File: src/rtl/hub75_init_inject_multi_if.sv
// ============================================================================
//  Module   : hub75_init_inject_multi_if
//  Purpose  : Bundles the PHY bus (scan/shifter/BCM side in, hub75_phy side
//             out), the scan go/ready handshake, and the re-init/busy pair
//             seen by hub75_init_inject_multi.
//  Modports : slave  - the injector (consumes phy_in_*, drives phy_out_*)
//             master - the surrounding pipeline / testbench
//  Revision : 1.0 - initial release
// ============================================================================
`default_nettype none

interface hub75_init_inject_multi_if #(
  parameter int N_BANKS = 2,
  parameter int N_CHANS = 3,
  parameter int N_ROWS  = 32
);
  localparam int c_LOG_N_ROWS = (N_ROWS > 1) ? $clog2(N_ROWS) : 1;
  localparam int c_LANES      = N_BANKS * N_CHANS;

  // PHY bus from the scan / shifter / BCM pipeline
  logic                    phy_in_addr_inc;
  logic                    phy_in_addr_rst;
  logic [c_LOG_N_ROWS-1:0] phy_in_addr;
  logic [c_LANES-1:0]      phy_in_data;
  logic                    phy_in_clk;
  logic                    phy_in_le;
  logic                    phy_in_blank;

  // PHY bus towards hub75_phy
  logic                    phy_out_addr_inc;
  logic                    phy_out_addr_rst;
  logic [c_LOG_N_ROWS-1:0] phy_out_addr;
  logic [c_LANES-1:0]      phy_out_data;
  logic                    phy_out_clk;
  logic                    phy_out_le;
  logic                    phy_out_blank;

  // Scan handshake, idle status and re-init control
  logic                    scan_go_in;
  logic                    scan_go_out;
  logic                    scan_rdy_in;
  logic                    scan_rdy_out;
  logic                    bcm_rdy_in;
  logic                    reinit;
  logic                    busy;

  modport slave (
    input  phy_in_addr_inc, phy_in_addr_rst, phy_in_addr, phy_in_data,
           phy_in_clk, phy_in_le, phy_in_blank,
    output phy_out_addr_inc, phy_out_addr_rst, phy_out_addr, phy_out_data,
           phy_out_clk, phy_out_le, phy_out_blank,
    input  scan_go_in, scan_rdy_in, bcm_rdy_in, reinit,
    output scan_go_out, scan_rdy_out, busy
  );

  modport master (
    output phy_in_addr_inc, phy_in_addr_rst, phy_in_addr, phy_in_data,
           phy_in_clk, phy_in_le, phy_in_blank,
    input  phy_out_addr_inc, phy_out_addr_rst, phy_out_addr, phy_out_data,
           phy_out_clk, phy_out_le, phy_out_blank,
    output scan_go_in, scan_rdy_in, bcm_rdy_in, reinit,
    input  scan_go_out, scan_rdy_out, busy
  );
endinterface

`default_nettype wire

File: src/rtl/hub75_init_inject_multi.sv
// ============================================================================
//  Module   : hub75_init_inject_multi
//  Purpose  : Sits between the scan/BCM pipeline and hub75_phy. After reset
//             and on every re-init request it takes over the PHY bus and
//             shifts a table of N_REGS driver-IC control words (FM6126 style,
//             LE held for the last REG_LE[i] clocks) into every bank/channel
//             lane. Otherwise it passes the PHY bus through (one register
//             stage) and the scan handshake through (combinational).
//  Ports    : clk  - system clock
//             rst  - synchronous reset, active low
//             bus  - slave modport: phy_in_* / phy_out_*, scan_go_in/out,
//                    scan_rdy_in/out, bcm_rdy_in, reinit, busy
//  Revision : 1.0 - initial release
// ============================================================================
`default_nettype none

module hub75_init_inject_multi #(
  parameter int                    N_BANKS    = 2,
  parameter int                    N_CHANS    = 3,
  parameter int                    N_COLS     = 64,
  parameter int                    N_ROWS     = 32,
  parameter int                    N_REGS     = 2,
  parameter logic [N_REGS*16-1:0]  REG_VALS   = {16'h0040, 16'h7FFF},
  parameter logic [N_REGS*8-1:0]   REG_LE     = {8'd13, 8'd12},
  parameter int                    GAP_CYCLES = 4
) (
  input wire clk,
  input wire rst,
  hub75_init_inject_multi_if.slave bus
);

  localparam int c_LOG_N_ROWS = (N_ROWS > 1) ? $clog2(N_ROWS) : 1;
  localparam int c_LANES      = N_BANKS * N_CHANS;
  // Bit index k and the LE threshold (up to N_COLS) share this width.
  localparam int c_BIT_W      = $clog2(N_COLS + 1);
  localparam int c_GAP_W      = $clog2(GAP_CYCLES + 1);
  // One counter serves both SHIFT (2*N_COLS half-bit steps) and GAP.
  localparam int c_CNT_W      = (c_BIT_W + 1 > c_GAP_W) ? c_BIT_W + 1 : c_GAP_W;
  localparam int c_IDX_W      = (N_REGS > 1) ? $clog2(N_REGS) : 1;

  localparam logic [c_CNT_W-1:0] c_SHIFT_LAST = c_CNT_W'(2 * N_COLS - 1);
  localparam logic [c_CNT_W-1:0] c_GAP_LAST   = c_CNT_W'(GAP_CYCLES - 1);
  localparam logic [c_IDX_W-1:0] c_IDX_LAST   = c_IDX_W'(N_REGS - 1);

  typedef enum logic [1:0] {
    S_WAIT  = 2'd0,
    S_SHIFT = 2'd1,
    S_GAP   = 2'd2,
    S_PASS  = 2'd3
  } state_t;

  // --------------------------------------------------------------------------
  // Registers
  // --------------------------------------------------------------------------
  state_t                  r_state;
  logic                    r_pending;
  logic [c_CNT_W-1:0]      r_cnt;
  logic [c_IDX_W-1:0]      r_idx;

  logic                    r_addr_inc;
  logic                    r_addr_rst;
  logic [c_LOG_N_ROWS-1:0] r_addr;
  logic [c_LANES-1:0]      r_data;
  logic                    r_clk;
  logic                    r_le;
  logic                    r_blank;

  // --------------------------------------------------------------------------
  // Combinational
  // --------------------------------------------------------------------------
  state_t                  w_state_nxt;
  logic                    w_pending_nxt;
  logic [c_CNT_W-1:0]      w_cnt_nxt;
  logic [c_IDX_W-1:0]      w_idx_nxt;

  logic                    w_o_addr_inc;
  logic                    w_o_addr_rst;
  logic [c_LOG_N_ROWS-1:0] w_o_addr;
  logic [c_LANES-1:0]      w_o_data;
  logic                    w_o_clk;
  logic                    w_o_le;
  logic                    w_o_blank;

  logic                    w_pend;
  logic [15:0]             w_val;
  logic [c_BIT_W-1:0]      w_le_start;
  logic [c_BIT_W-1:0]      w_k;
  logic                    w_bit;
  logic                    w_le;

  // A request arriving this cycle counts as pending straight away, so the
  // ready towards upstream drops in the same cycle as reinit.
  assign w_pend = r_pending | bus.reinit;

  // Table lookup for the current entry: register word and first LE bit.
  always_comb begin
    w_val      = '0;
    w_le_start = '0;
    for (int e = 0; e < N_REGS; e++) begin
      if (r_idx == c_IDX_W'(e)) begin
        w_val      = REG_VALS[e*16 +: 16];
        w_le_start = c_BIT_W'(N_COLS - int'(REG_LE[e*8 +: 8]));
      end
    end
  end

  // r_cnt counts half-bit steps in SHIFT: bit k = r_cnt >> 1, r_cnt[0] is
  // the shift clock level. The 16-bit word repeats MSB-first along the chain.
  assign w_k   = r_cnt[c_BIT_W:1];
  assign w_bit = w_val[4'd15 - w_k[3:0]];
  assign w_le  = (w_k >= w_le_start);

  // Next state, counters and next PHY output values. The PHY outputs are
  // always taken from these through a register, so the injected bus and the
  // pass-through bus share one timing and mode changes cannot glitch.
  always_comb begin
    w_state_nxt   = r_state;
    w_pending_nxt = w_pend;
    w_cnt_nxt     = r_cnt;
    w_idx_nxt     = r_idx;

    w_o_addr_inc  = 1'b0;
    w_o_addr_rst  = 1'b0;
    w_o_addr      = '0;
    w_o_data      = '0;
    w_o_clk       = 1'b0;
    w_o_le        = 1'b0;
    w_o_blank     = 1'b1;

    case (r_state)
      S_WAIT: begin
        if (bus.scan_rdy_in && bus.bcm_rdy_in) begin
          w_state_nxt = S_SHIFT;
          w_cnt_nxt   = '0;
          w_idx_nxt   = '0;
        end
      end

      S_SHIFT: begin
        w_o_clk  = r_cnt[0];
        w_o_data = {c_LANES{w_bit}};
        w_o_le   = w_le;
        if (r_cnt == c_SHIFT_LAST) begin
          w_state_nxt = S_GAP;
          w_cnt_nxt   = '0;
        end else begin
          w_cnt_nxt = r_cnt + 1'b1;
        end
      end

      S_GAP: begin
        if (r_cnt == c_GAP_LAST) begin
          w_cnt_nxt = '0;
          if (r_idx == c_IDX_LAST) begin
            w_state_nxt   = S_PASS;
            // Only a request landing on this very cycle survives the clear;
            // earlier ones during the sequence are served by this replay.
            w_pending_nxt = bus.reinit;
          end else begin
            w_idx_nxt   = r_idx + 1'b1;
            w_state_nxt = S_SHIFT;
          end
        end else begin
          w_cnt_nxt = r_cnt + 1'b1;
        end
      end

      S_PASS: begin
        w_o_addr_inc = bus.phy_in_addr_inc;
        w_o_addr_rst = bus.phy_in_addr_rst;
        w_o_addr     = bus.phy_in_addr;
        w_o_data     = bus.phy_in_data;
        w_o_clk      = bus.phy_in_clk;
        w_o_le       = bus.phy_in_le;
        w_o_blank    = bus.phy_in_blank;
        // Never cut a go already issued to scan; wait until it drops.
        if (w_pend && !bus.scan_go_in) begin
          w_state_nxt = S_WAIT;
        end
      end

      default: begin
        w_state_nxt = S_WAIT;
      end
    endcase
  end

  // --------------------------------------------------------------------------
  // State and output registers
  // --------------------------------------------------------------------------
  always_ff @(posedge clk) begin
    if (!rst) begin
      r_state    <= S_WAIT;
      r_pending  <= 1'b1;
      r_cnt      <= '0;
      r_idx      <= '0;
      r_addr_inc <= 1'b0;
      r_addr_rst <= 1'b0;
      r_addr     <= '0;
      r_data     <= '0;
      r_clk      <= 1'b0;
      r_le       <= 1'b0;
      r_blank    <= 1'b1;
    end else begin
      r_state    <= w_state_nxt;
      r_pending  <= w_pending_nxt;
      r_cnt      <= w_cnt_nxt;
      r_idx      <= w_idx_nxt;
      r_addr_inc <= w_o_addr_inc;
      r_addr_rst <= w_o_addr_rst;
      r_addr     <= w_o_addr;
      r_data     <= w_o_data;
      r_clk      <= w_o_clk;
      r_le       <= w_o_le;
      r_blank    <= w_o_blank;
    end
  end

  // --------------------------------------------------------------------------
  // Outputs
  // --------------------------------------------------------------------------
  assign bus.phy_out_addr_inc = r_addr_inc;
  assign bus.phy_out_addr_rst = r_addr_rst;
  assign bus.phy_out_addr     = r_addr;
  assign bus.phy_out_data     = r_data;
  assign bus.phy_out_clk      = r_clk;
  assign bus.phy_out_le       = r_le;
  assign bus.phy_out_blank    = r_blank;

  assign bus.scan_go_out  = (r_state == S_PASS) & bus.scan_go_in;
  assign bus.scan_rdy_out = (r_state == S_PASS) & ~w_pend & bus.scan_rdy_in;
  assign bus.busy         = (r_state != S_PASS) | w_pend;

endmodule

`default_nettype wire

File: src/flat_wrapper.sv
// flat-port wrapper written by rule: the top's interface ports become plain ports
module hub75_init_inject_multi_flat 
#(
  parameter int                    N_BANKS    = 2,
  parameter int                    N_CHANS    = 3,
  parameter int                    N_COLS     = 64,
  parameter int                    N_ROWS     = 32,
  parameter int                    N_REGS     = 2,
  parameter logic [N_REGS*16-1:0]  REG_VALS   = {16'h0040, 16'h7FFF},
  parameter logic [N_REGS*8-1:0]   REG_LE     = {8'd13, 8'd12},
  parameter int                    GAP_CYCLES = 4
)
  (clk, rst, bus_phy_in_addr_inc, bus_phy_in_addr_rst, bus_phy_in_addr, bus_phy_in_data, bus_phy_in_clk, bus_phy_in_le, bus_phy_in_blank, bus_phy_out_addr_inc, bus_phy_out_addr_rst, bus_phy_out_addr, bus_phy_out_data, bus_phy_out_clk, bus_phy_out_le, bus_phy_out_blank, bus_scan_go_in, bus_scan_rdy_in, bus_bcm_rdy_in, bus_reinit, bus_scan_go_out, bus_scan_rdy_out, bus_busy);
  hub75_init_inject_multi_if #(.N_BANKS(N_BANKS), .N_CHANS(N_CHANS), .N_ROWS(N_ROWS)) bus_i ();
  input wire clk;
  input wire rst;
  input wire logic [$bits(bus_i.phy_in_addr_inc)-1:0] bus_phy_in_addr_inc;
  input wire logic [$bits(bus_i.phy_in_addr_rst)-1:0] bus_phy_in_addr_rst;
  input wire logic [$bits(bus_i.phy_in_addr)-1:0] bus_phy_in_addr;
  input wire logic [$bits(bus_i.phy_in_data)-1:0] bus_phy_in_data;
  input wire logic [$bits(bus_i.phy_in_clk)-1:0] bus_phy_in_clk;
  input wire logic [$bits(bus_i.phy_in_le)-1:0] bus_phy_in_le;
  input wire logic [$bits(bus_i.phy_in_blank)-1:0] bus_phy_in_blank;
  output wire logic [$bits(bus_i.phy_out_addr_inc)-1:0] bus_phy_out_addr_inc;
  output wire logic [$bits(bus_i.phy_out_addr_rst)-1:0] bus_phy_out_addr_rst;
  output wire logic [$bits(bus_i.phy_out_addr)-1:0] bus_phy_out_addr;
  output wire logic [$bits(bus_i.phy_out_data)-1:0] bus_phy_out_data;
  output wire logic [$bits(bus_i.phy_out_clk)-1:0] bus_phy_out_clk;
  output wire logic [$bits(bus_i.phy_out_le)-1:0] bus_phy_out_le;
  output wire logic [$bits(bus_i.phy_out_blank)-1:0] bus_phy_out_blank;
  input wire logic [$bits(bus_i.scan_go_in)-1:0] bus_scan_go_in;
  input wire logic [$bits(bus_i.scan_rdy_in)-1:0] bus_scan_rdy_in;
  input wire logic [$bits(bus_i.bcm_rdy_in)-1:0] bus_bcm_rdy_in;
  input wire logic [$bits(bus_i.reinit)-1:0] bus_reinit;
  output wire logic [$bits(bus_i.scan_go_out)-1:0] bus_scan_go_out;
  output wire logic [$bits(bus_i.scan_rdy_out)-1:0] bus_scan_rdy_out;
  output wire logic [$bits(bus_i.busy)-1:0] bus_busy;
  assign bus_i.phy_in_addr_inc = bus_phy_in_addr_inc;
  assign bus_i.phy_in_addr_rst = bus_phy_in_addr_rst;
  assign bus_i.phy_in_addr = bus_phy_in_addr;
  assign bus_i.phy_in_data = bus_phy_in_data;
  assign bus_i.phy_in_clk = bus_phy_in_clk;
  assign bus_i.phy_in_le = bus_phy_in_le;
  assign bus_i.phy_in_blank = bus_phy_in_blank;
  assign bus_phy_out_addr_inc = bus_i.phy_out_addr_inc;
  assign bus_phy_out_addr_rst = bus_i.phy_out_addr_rst;
  assign bus_phy_out_addr = bus_i.phy_out_addr;
  assign bus_phy_out_data = bus_i.phy_out_data;
  assign bus_phy_out_clk = bus_i.phy_out_clk;
  assign bus_phy_out_le = bus_i.phy_out_le;
  assign bus_phy_out_blank = bus_i.phy_out_blank;
  assign bus_i.scan_go_in = bus_scan_go_in;
  assign bus_i.scan_rdy_in = bus_scan_rdy_in;
  assign bus_i.bcm_rdy_in = bus_bcm_rdy_in;
  assign bus_i.reinit = bus_reinit;
  assign bus_scan_go_out = bus_i.scan_go_out;
  assign bus_scan_rdy_out = bus_i.scan_rdy_out;
  assign bus_busy = bus_i.busy;
  hub75_init_inject_multi #(.N_BANKS(N_BANKS), .N_CHANS(N_CHANS), .N_COLS(N_COLS), .N_ROWS(N_ROWS), .N_REGS(N_REGS), .REG_VALS(REG_VALS), .REG_LE(REG_LE), .GAP_CYCLES(GAP_CYCLES)) u_core (.clk(clk), .rst(rst), .bus(bus_i));
endmodule
File: config.mk
export PLATFORM = sky130hd
export DESIGN_NAME = hub75_init_inject_multi_flat
export DESIGN_NICKNAME = d
export VERILOG_FILES = /design/src/rtl/hub75_init_inject_multi_if.sv /design/src/rtl/hub75_init_inject_multi.sv /design/src/flat_wrapper.sv
export SDC_FILE = /design/constraint.sdc
export NUM_CORES = 1
export LEC_CHECK = 0
export BUFFER_PORTS_ARGS = -buffer_cell sky130_fd_sc_hd__buf_2
export CAP_MARGIN = 10
export CORE_ASPECT_RATIO = 1.4
export CORE_MARGIN = 1
export CORE_UTILIZATION = 54
export CTS_CLUSTER_DIAMETER = 100
export DETAILED_ROUTE_END_ITERATION = 12
export PLACE_DENSITY = 0.92
export SLEW_MARGIN = 40
export SYNTH_ARGS = -nofsm -noshare
export SYNTH_HDL_FRONTEND = slang
export SYNTH_SLANG_ARGS = --single-unit
File: constraint.sdc
create_clock -name clk -period 2.9 [get_ports clk]
set_clock_uncertainty 0.05 [all_clocks]
set_input_delay 0.145 -clock clk [delete_from_list [all_inputs] [get_ports clk]]
set_output_delay 0.145 -clock clk [all_outputs]
set_load 0.1 [all_outputs]
# After elaboration in Yosys (flattened, before gate mapping)
# Cells that the tools add are included.
[word_totals]
reg_bits = 28
word_cells = 66
output_inout_bits = 19
[op_classes]
n_eq_ne = 10
n_mux = 24
magnitude_cmp = 2
addsub = 3
bitwise_logic = 6
n_reduce_logical = 10
[op_table]
columns = ["op", "count"]
rows = [
  ["2-to-1 mux 8 bit", 3],
  ["case mux 8 bit (3 select lines)", 1],
  ["2-to-1 mux 15 bit", 1],
  ["case mux 6 bit (2 select lines)", 1],
  ["2-to-1 mux 2 bit", 5],
  ["adder 8 x 1 -> 8 bit (second input constant)", 1],
  ["== test 8 x 2 -> 1 bit (second input constant)", 1],
  ["== test 8 x 7 -> 1 bit (second input constant)", 1],
  ["!= test 2 x 1 -> 1 bit (second input constant)", 4],
  ["case mux 2 bit (4 select lines)", 1],
  [">= comparator 7 x 6 -> 1 bit", 1],
  ["2-to-1 mux 1 bit", 7],
  ["case mux 1 bit (2 select lines)", 3],
  ["< comparator 4 x 5 -> 1 bit (second input constant)", 1],
  ["binary-select mux 1 bit (select 4 bit)", 1],
  ["== test 2 bit (second input constant)", 2],
  ["AND reduction 2 bit", 2],
  ["AND reduction 4 bit", 1],
  ["subtractor 4 bit (first input constant)", 1],
  ["bitwise AND 1 bit", 3],
  ["2-to-1 mux 3 bit", 1],
  ["AND reduction 3 bit", 1],
  ["nonzero test 3 bit", 1],
  ["== test 2 x 1 -> 1 bit (second input constant)", 1],
  ["8 further kinds", 10],
]

# Depth between registers and ports, before layout
# Gate-level depths: netlist of the first run.
[logic_depth]
depth_word = 4
depth_mapped = 9
depth_no_buf = 7

# Least setup slack after synthesis of the first run
# OpenSTA, ideal clock, no wires.
[synth_timing]
path_kind = "reg-to-reg"
from = "register u_core.r_state[0]"
to = "register u_core.r_state[1]"
stages_incl_launch_ff = 6
path_buffers = 0
slack_ns = 0.748
synth_period_minus_slack_ns = 2.152
required_time_ns = 2.780
arrival_time_ns = 2.032
setup_time_ns = 0.070
cell_sequence = "dfxtp_1 -> ha_1 -> and2_1 -> nor3_1 -> a31o_2 -> a21oi_1"
[synth_between]
elab_chain_cells = 3
word_cells_on_any_way = 10
[synth_rtl]
columns = ["element", "line", "source"]
rows = [
  ["start, declared", "hub75_init_inject_multi.sv:55", "state_t r_state;"],
  ["start signal, assigned", "hub75_init_inject_multi.sv:205", "r_state <= w_state_nxt;"],
  ["== test 2 bit (tied with other cells)", "hub75_init_inject_multi.sv:130", "case (r_state)"],
  ["!= test 2 x 1 -> 1 bit (no line)", "--", ""],
  ["AND reduction 4 bit (no line)", "--", ""],
]
# Several ways; a longest one is shown, not always the timed one.
# A chain may end at the register's enable or synchronous reset.

# Final worst setup path of the first run
[layout_timing]
from = "register u_core.r_state[0]"
to = "register u_core.r_cnt[0]"
[layout_between]
elab_chain_cells = 3
word_cells_on_any_way = 7
[layout_rtl]
columns = ["element", "line", "source"]
rows = [
  ["== test 2 x 1 -> 1 bit (tied with other cells)", "hub75_init_inject_multi.sv:130", ""],
  ["nonzero test 3 bit (no line) / != test 2 x 1 -> 1 bit (equally long branches)", "--", ""],
  ["AND reduction 2 bit (no line)", "--", ""],
  ["end signal, assigned", "hub75_init_inject_multi.sv:207", "r_cnt <= w_cnt_nxt;"],
  ["end, declared", "hub75_init_inject_multi.sv:57", "logic [c_CNT_W-1:0] r_cnt;"],
]
# Several ways; a longest one is shown, not always the timed one.

==> flow_summary.ini, run 1 <==
[logic_synthesis]
postSynthCellCount = 151
synth_area_leaders = dfxtp_1 41%, ha_1 9.2%, and3_1 4.1%
yosysTopAreaCellShare_pct = 41.29
synth_mux_area_share_pct = 0.7373
synth.distinct_cells = 39
yosysSeqAreaShare_pct = 41.29
synth_compound_area_share_pct = 18.80
syn-num-nets = 183
avgSynthCellArea_um2 = 8.990
yosysTopAreaCell = dfxtp_1
synthSimpleGateAreaFrac_pct = 24.61
yosys.area_share.adder_pct = 9.217
yosysWarnings = 0
synth-xor-area-share_pct = 0
synth_top_family_by_area = simple AND/OR/NAND/NOR gates
netlist_area_um2 = 1358
ys_seq_elements = 28

[pwr]
p_leak_uw = 0.0008496
p_comb_share_pct = 29.6
pwr-share-seq_pct = 43.5
netSwitchingPower_uw = 318.5
p_int_uw = 640.4
swShare_pct = 33.22
power.density_nw_per_um2 = 542.8
clockPowerShare_pct = 26.9
ir_drop_mv = 0.4862

[critical_path]
path_class = register to register
reg2reg_from = u_core.r_state[0]$_SDFFE_PN0P_
endpoint_kind = register
cp.arrival_ns = 2.34
cp.required_ns = 3.14
crit_start = u_core.r_state[0]$_SDFFE_PN0P_
cp-start-kind = register
worstPathMaxFanout = 14

[floorplanning]
placeableCoreArea_um2 = 2391
start_util_pct = 56.78
io_pins = 41
die_width_um = 44.38
die_y_um = 61.33
dieArea_um2 = 2721
core.rowCount = 21

[clocking]
numClockSinks = 28
postCtsSetupRepairBufs = 0
clock_latency_ns = 0.34
cts_made_buffers = 3
clk_pin_slew_worst_paths_ns = 0.15
cts_tree = built
cts_buffer_depth = 2
cts_max_level = 1
clk_root_buffer_cell = clkbuf_4

[placement]
gp_congestion = 0.8872
dp_slack_ns = 0.8440
dp_hpwl_mm = 2.094
port_buffers = 40

[drt]
routed_wl_mm = 3.083
vias = 1291
post_drt_wl_per_cell_um = 13.01
first_pass_iters = 4
via_per_inst = 5.447
first_iter_violations = 50
drc = 0
final_antenna_net_count = 0

[global_routing]
grt_pass1_wl_mm = 5.023
overflow = 0
grt_pass1_vias = 1204
grt_usage_pct = 24.88
antenna_found_initial = 0
grt_start_max_net_pins = 18

[timing]
hold_viol_final = 0
worst_slack_ns = 0.7971
max_slew_margin_pct = 61.91
grt_setup_unrepaired = no
setup_viol = 0
finalSetupTns_ns = 0
fin_crit_ns = 2.103
period_share_pct = 72.51
fmax_mhz = 475.5
final-max-slew-violation-count = 0
tightest_slew_ns = 0.5669

[finish]
syn_to_final_growth_pct = 30.14
fillers = 177
multi_input_area_um2 = 724.4
n_antenna_cell = 0
drive_gt1_share_pct = 25.12
finalNetCount = 236
layout.area.seq_um2 = 560.5

[status]
status = finished clean

[hold_path]
hold_class = primary input to register
hp-start = bus_phy_in_addr[0]

[job]
maxCapViolations = 0
[per-layer routing]
metal | part of all wire (%) | track usage, %
met5 | 0 | 0
met4 | 1.5 | 9.957
met3 | 4.3 | 2.639
met2 | 55 | 48.11
met1 | 39 | 27.09
[through the flow]
stage / hold slack (ns) / instances / instance area, um2 / power, uW / utilization (%)
2_1_floorplan: 0.1965 / 151 / 1358 / 647.8 / -
3_3_place_gp: 0.2807 / 217 / 1554 / 676.5 / 64.99
3_5_place_dp: 0.2870 / 217 / 1554 / 687.7 / 64.99
4_1_cts: 0.006505 / 237 / 1767 / 958.1 / 73.89
5_1_grt: 0.005059 / 237 / 1767 / 1003 / 73.89
6_report: 0.02161 / 237 / 1767 / 958.9 / 73.89
[Yosys cell counts, drive strengths merged]
master and n:
mux2i 1, o41ai 1, a211oi 1, a21o 7, inv 7, nor3 5
o31ai 1, nand2b 3, and2 4, or2 2, or4b 1, o21a 1
or3 2, nand2 11, clkbuf 5, and3 9, a21oi 8, nor2 8
ha 10, nand3b 1, a31o 1, o2111a 1, a22oi 1, o21bai 1
buf 3, nand4b 1, a311oi 1, a22o 2, a32o 1, nand4 2
dfxtp 28, nand3 11, nor4 1, o21ai 7, or4 1, a21boi 1
[worst max-delay path, stage by stage, from the launching register on]
cell and delay [ns]:
dfxtp_1 0.47, inv_1 0.10, ha_1 0.24, a21boi_1 0.16, or2_2 0.41, or4b_1 0.49, a21oi_1 0.13
[power groups by stage]
stage	logic, uW	clock network (uW)	registers, uW
final	284	258	417
after global routing	309	275	419
after CTS	282	260	417
after detailed placement	262	0	425
after global placement	254	0	423
after floorplan	190	0	457
[final timing paths]
| path | end | slack [ns] | cells past startpoint |
|---|---|---|---|
| hold / removal | u_core.bus.phy_out_addr[0]$_SDFF_PN0_ | 0.02 | 2 |
| hold reg to reg | u_core.r_pending$_SDFF_PN1_ | 0.46 | 2 |
| setup / recovery | u_core.r_cnt[0]$_SDFFE_PN0P_ | 0.80 | 6 |
| setup reg to reg | u_core.r_cnt[0]$_SDFFE_PN0P_ | 0.80 | 6 |
[registers in the layout (all words and copies together) (netlist names)]
name                         flops
u_core.bus.phy_out_addr_inc      1
u_core.bus.phy_out_data          6
u_core.bus.phy_out_blank         1
u_core.r_cnt                     8
u_core.bus.phy_out_addr_rst      1
u_core.r_state                   2
u_core.bus.phy_out_clk           1
u_core.r_idx                     1
u_core.bus.phy_out_addr          5
u_core.bus.phy_out_le            1
u_core.r_pending                 1
[cell families after synthesis]
| family | Yosys count |
|---|---|
| DFF | 28 |
| AOI/OAI and AO/OA | 35 |
| adders and majority gates | 10 |
| buffers and inverters | 15 |
| muxes | 1 |
| and+or+nand+nor | 62 |
[what timing repair did]
action	CTS	global route
hold buffers	16	0
gates resized for setup	0	0
hold endpoints to repair	16	0
[cell usage in the layout, fill, tap and decap left out, types with 2 or more instances in the layout]
cell type and n:
nand2_1 11, dlygate4sd3_1 16, o21ai_0 7, inv_1 7
and3_1 9, dfxtp_1 28, nor2_1 8, a22o_1 2
nand3_1 11, nand2b_1 3, a21oi_1 7, ha_1 10
clkbuf_4 3, and2_1 4, nand4_1 2, or2_2 2
a21o_1 7, buf_2 40, nor3_1 5
[area by class of cell]
class / instances / area share, %
tap: 34 / 2.408
clock buffer: 3 / 1.275
inverter: 7 / 1.487
timing repair buffer: 56 / 20.40
sequential: 28 / 31.73
clock inverter: 1 / 1.700
multi-input combinational: 108 / 41.01
(Power assumes the default switching activity.)
==> run 2: changes to the inputs <==
Settings changed: CORE_UTILIZATION 54 to 45, PLACE_DENSITY 0.92 to 0.83.
Clock period 2.9 ns to 1.7 ns, I/O delays scaled along.
==> flow_summary.ini, run 2 (synthesis gave the netlist of run 1 again) <==
[global_routing]
grt_start_max_net_pins = 18
antenna_found_initial = 0
grt_usage_pct = 25.86
grt_pass1_vias = 1436
overflow = 0
grt_pass1_wl_mm = 6.327

[drt]
vias = 1451
post_drt_wl_per_cell_um = 16.75
final_antenna_net_count = 0
routed_wl_mm = 4.422
first_iter_violations = 55
first_pass_iters = 4
via_per_inst = 5.496
drc = 0

[placement]
dp_hpwl_mm = 2.605
gp_congestion = 0.8156
dp_slack_ns = -0.07827
port_buffers = 40

[floorplanning]
die_y_um = 66.99
die_width_um = 48.42
core.rowCount = 23
dieArea_um2 = 3244
start_util_pct = 47.17
placeableCoreArea_um2 = 2878
io_pins = 41

[timing]
fmax_mhz = 573.6
max_slew_margin_pct = 67.10
final-max-slew-violation-count = 0
period_share_pct = 102.5
setup_viol = 1
tightest_slew_ns = 0.4969
hold_viol_final = 0
fin_crit_ns = 1.743
worst_slack_ns = -0.04335
timing.hold.ws_ns = 0.01576
grt_setup_unrepaired = yes

[critical_path]
crit_chain = inv_4 > ha_4 > a21boi_4 > or2_4 > or4b_4 > a21oi_2
reg2reg_slack_ns = -0.04
endpoint_kind = register
worst-path-buf-inv = 1
reg2reg_from = u_core.r_state[1]$_SDFFE_PN0P_
slowest_stage = or4b_4
cp.required_ns = 1.86
path_class = register to register
r2r_end = u_core.r_cnt[0]$_SDFFE_PN0P_
cp-start-kind = register
reg2reg_depth = 6
cpPeakStageDelay_ns = 0.53
cp.arrival_ns = 1.90
crit_family = simple AND/OR/NAND/NOR gates
worstPathMaxFanout = 4

[finish]
drive_gt1_share_pct = 46.70
finalCoreUtilization_pct = 75.13
layout_commonest_cell = buf_2
n_antenna_cell = 0
largest-register = u_core.r_cnt
syn_to_final_growth_pct = 59.26
finalNetCount = 260
largest_reg_flops = 8
mostFrequentLayoutCells = 37 x buf_2, 25 x buf_4, 22 x dfxtp_1, 13 x dlygate4sd3_1
fillers = 192

[hold_path]
holdPathStages = 2
hp-start = bus_phy_in_addr_rst
hold_class = primary input to register
min_to = u_core.bus.phy_out_addr_rst$_SDFF_PN0_

[status]
status = complete, but fails checks
failed_checks = negative setup slack

[job]
maxCapViolations = 0

[clocking]
cts_tree = built
numClockSinks = 28
clk_root_buffer_cell = clkbuf_8
clock_latency_ns = 0.27
cts_max_level = 1
cts_buffer_depth = 2
cts_made_buffers = 3
clk_pin_slew_worst_paths_ns = 0.10

[pwr]
power.density_nw_per_um2 = 945.3
ir_drop_mv = 0.6233
p_leak_uw = 0.001033
==> run 2: cell count changes in the layout (fill, tap and decap cells not counted), sizes merged <==
| cell | before | now |
|---|---|---|
| buf | 40 | 67 |
| dlygate4sd3 | 16 | 13 |
==> run 2: how the worst max path moves through the flow <==
stage	cells past startpoint	to	start
global placement	6	u_core.r_state[0]$_SDFFE_PN0P_	u_core.r_cnt[0]$_SDFFE_PN0P_
CTS	6	u_core.r_cnt[0]$_SDFFE_PN0P_	u_core.r_state[0]$_SDFFE_PN0P_
detailed placement	6	u_core.r_cnt[0]$_SDFFE_PN0P_	u_core.r_state[1]$_SDFFE_PN0P_
global route	6	u_core.r_cnt[0]$_SDFFE_PN0P_	u_core.r_state[1]$_SDFFE_PN0P_
finish	6	u_core.r_cnt[0]$_SDFFE_PN0P_	u_core.r_state[1]$_SDFFE_PN0P_
floorplan	7	u_core.r_cnt[0]$_SDFFE_PN0P_	u_core.r_state[0]$_SDFFE_PN0P_
==> run 2: metrics by stage <==
step           area [um2]  cells  setup TNS, ns  total power, uW
6_report             2162    264       -0.04335             2044
2_1_floorplan        1401    151       -0.09616             1172
5_1_grt              2162    264        -0.2125             2115
3_5_place_dp         1818    243        -0.1506             1416
4_1_cts              2083    262       -0.02403             1997
3_3_place_gp         1818    243       -0.01301             1392
==> run 2: routing by layer <==
layer / global-route usage (%) / vias up / part of all wire, %
li1: - / 693 / -
met1: 25.52 / 692 / 36
met2: 53.35 / 50 / 57
met3: 2.968 / 16 / 3.7
met4: 11.40 / 0 / 3.3
met5: 0 / - / 0
==> run 2: timing repair <==
item                                   4_1_cts  5_1_grt
setup buffers                                2        2
hold buffers                                13        0
pin swaps                                    5        7
endpoints found under the hold margin       13        0
gates resized for setup                     14       15
setup endpoints to repair                    5       13
==> run 2: final cells by class <==
cell class,count,area (um2),share of cell area [%]
inverters,7,33.78,1.563
clock buffers,3,41.29,1.910
repair buffers,80,585.6,27.08
flip-flops and latches,28,573.1,26.50
clock inverters,1,30.03,1.389
multi-input cells,108,852.1,39.41
well taps,37,46.29,2.141
==> run 2: worst register-to-register path: cells and delay by family (launching register included) <==
family | cells | cell delay (ns)
flip-flops | 1 | 0.39
buffers and inverters | 1 | 0.05
adder cells (fa/ha/maj) | 1 | 0.15
AND/OR/NAND/NOR | 2 | 0.77
AO/OA/AOI/OAI | 2 | 0.27
==> run 2: where the power goes <==
part / switching, uW / internal, uW / leakage, uW
Clock: 213 / 315 / 0.0000357
Combinational: 416 / 375 / 0.000768
Sequential: 32.0 / 691 / 0.000229
Total: 662 / 1380 / 0.00103
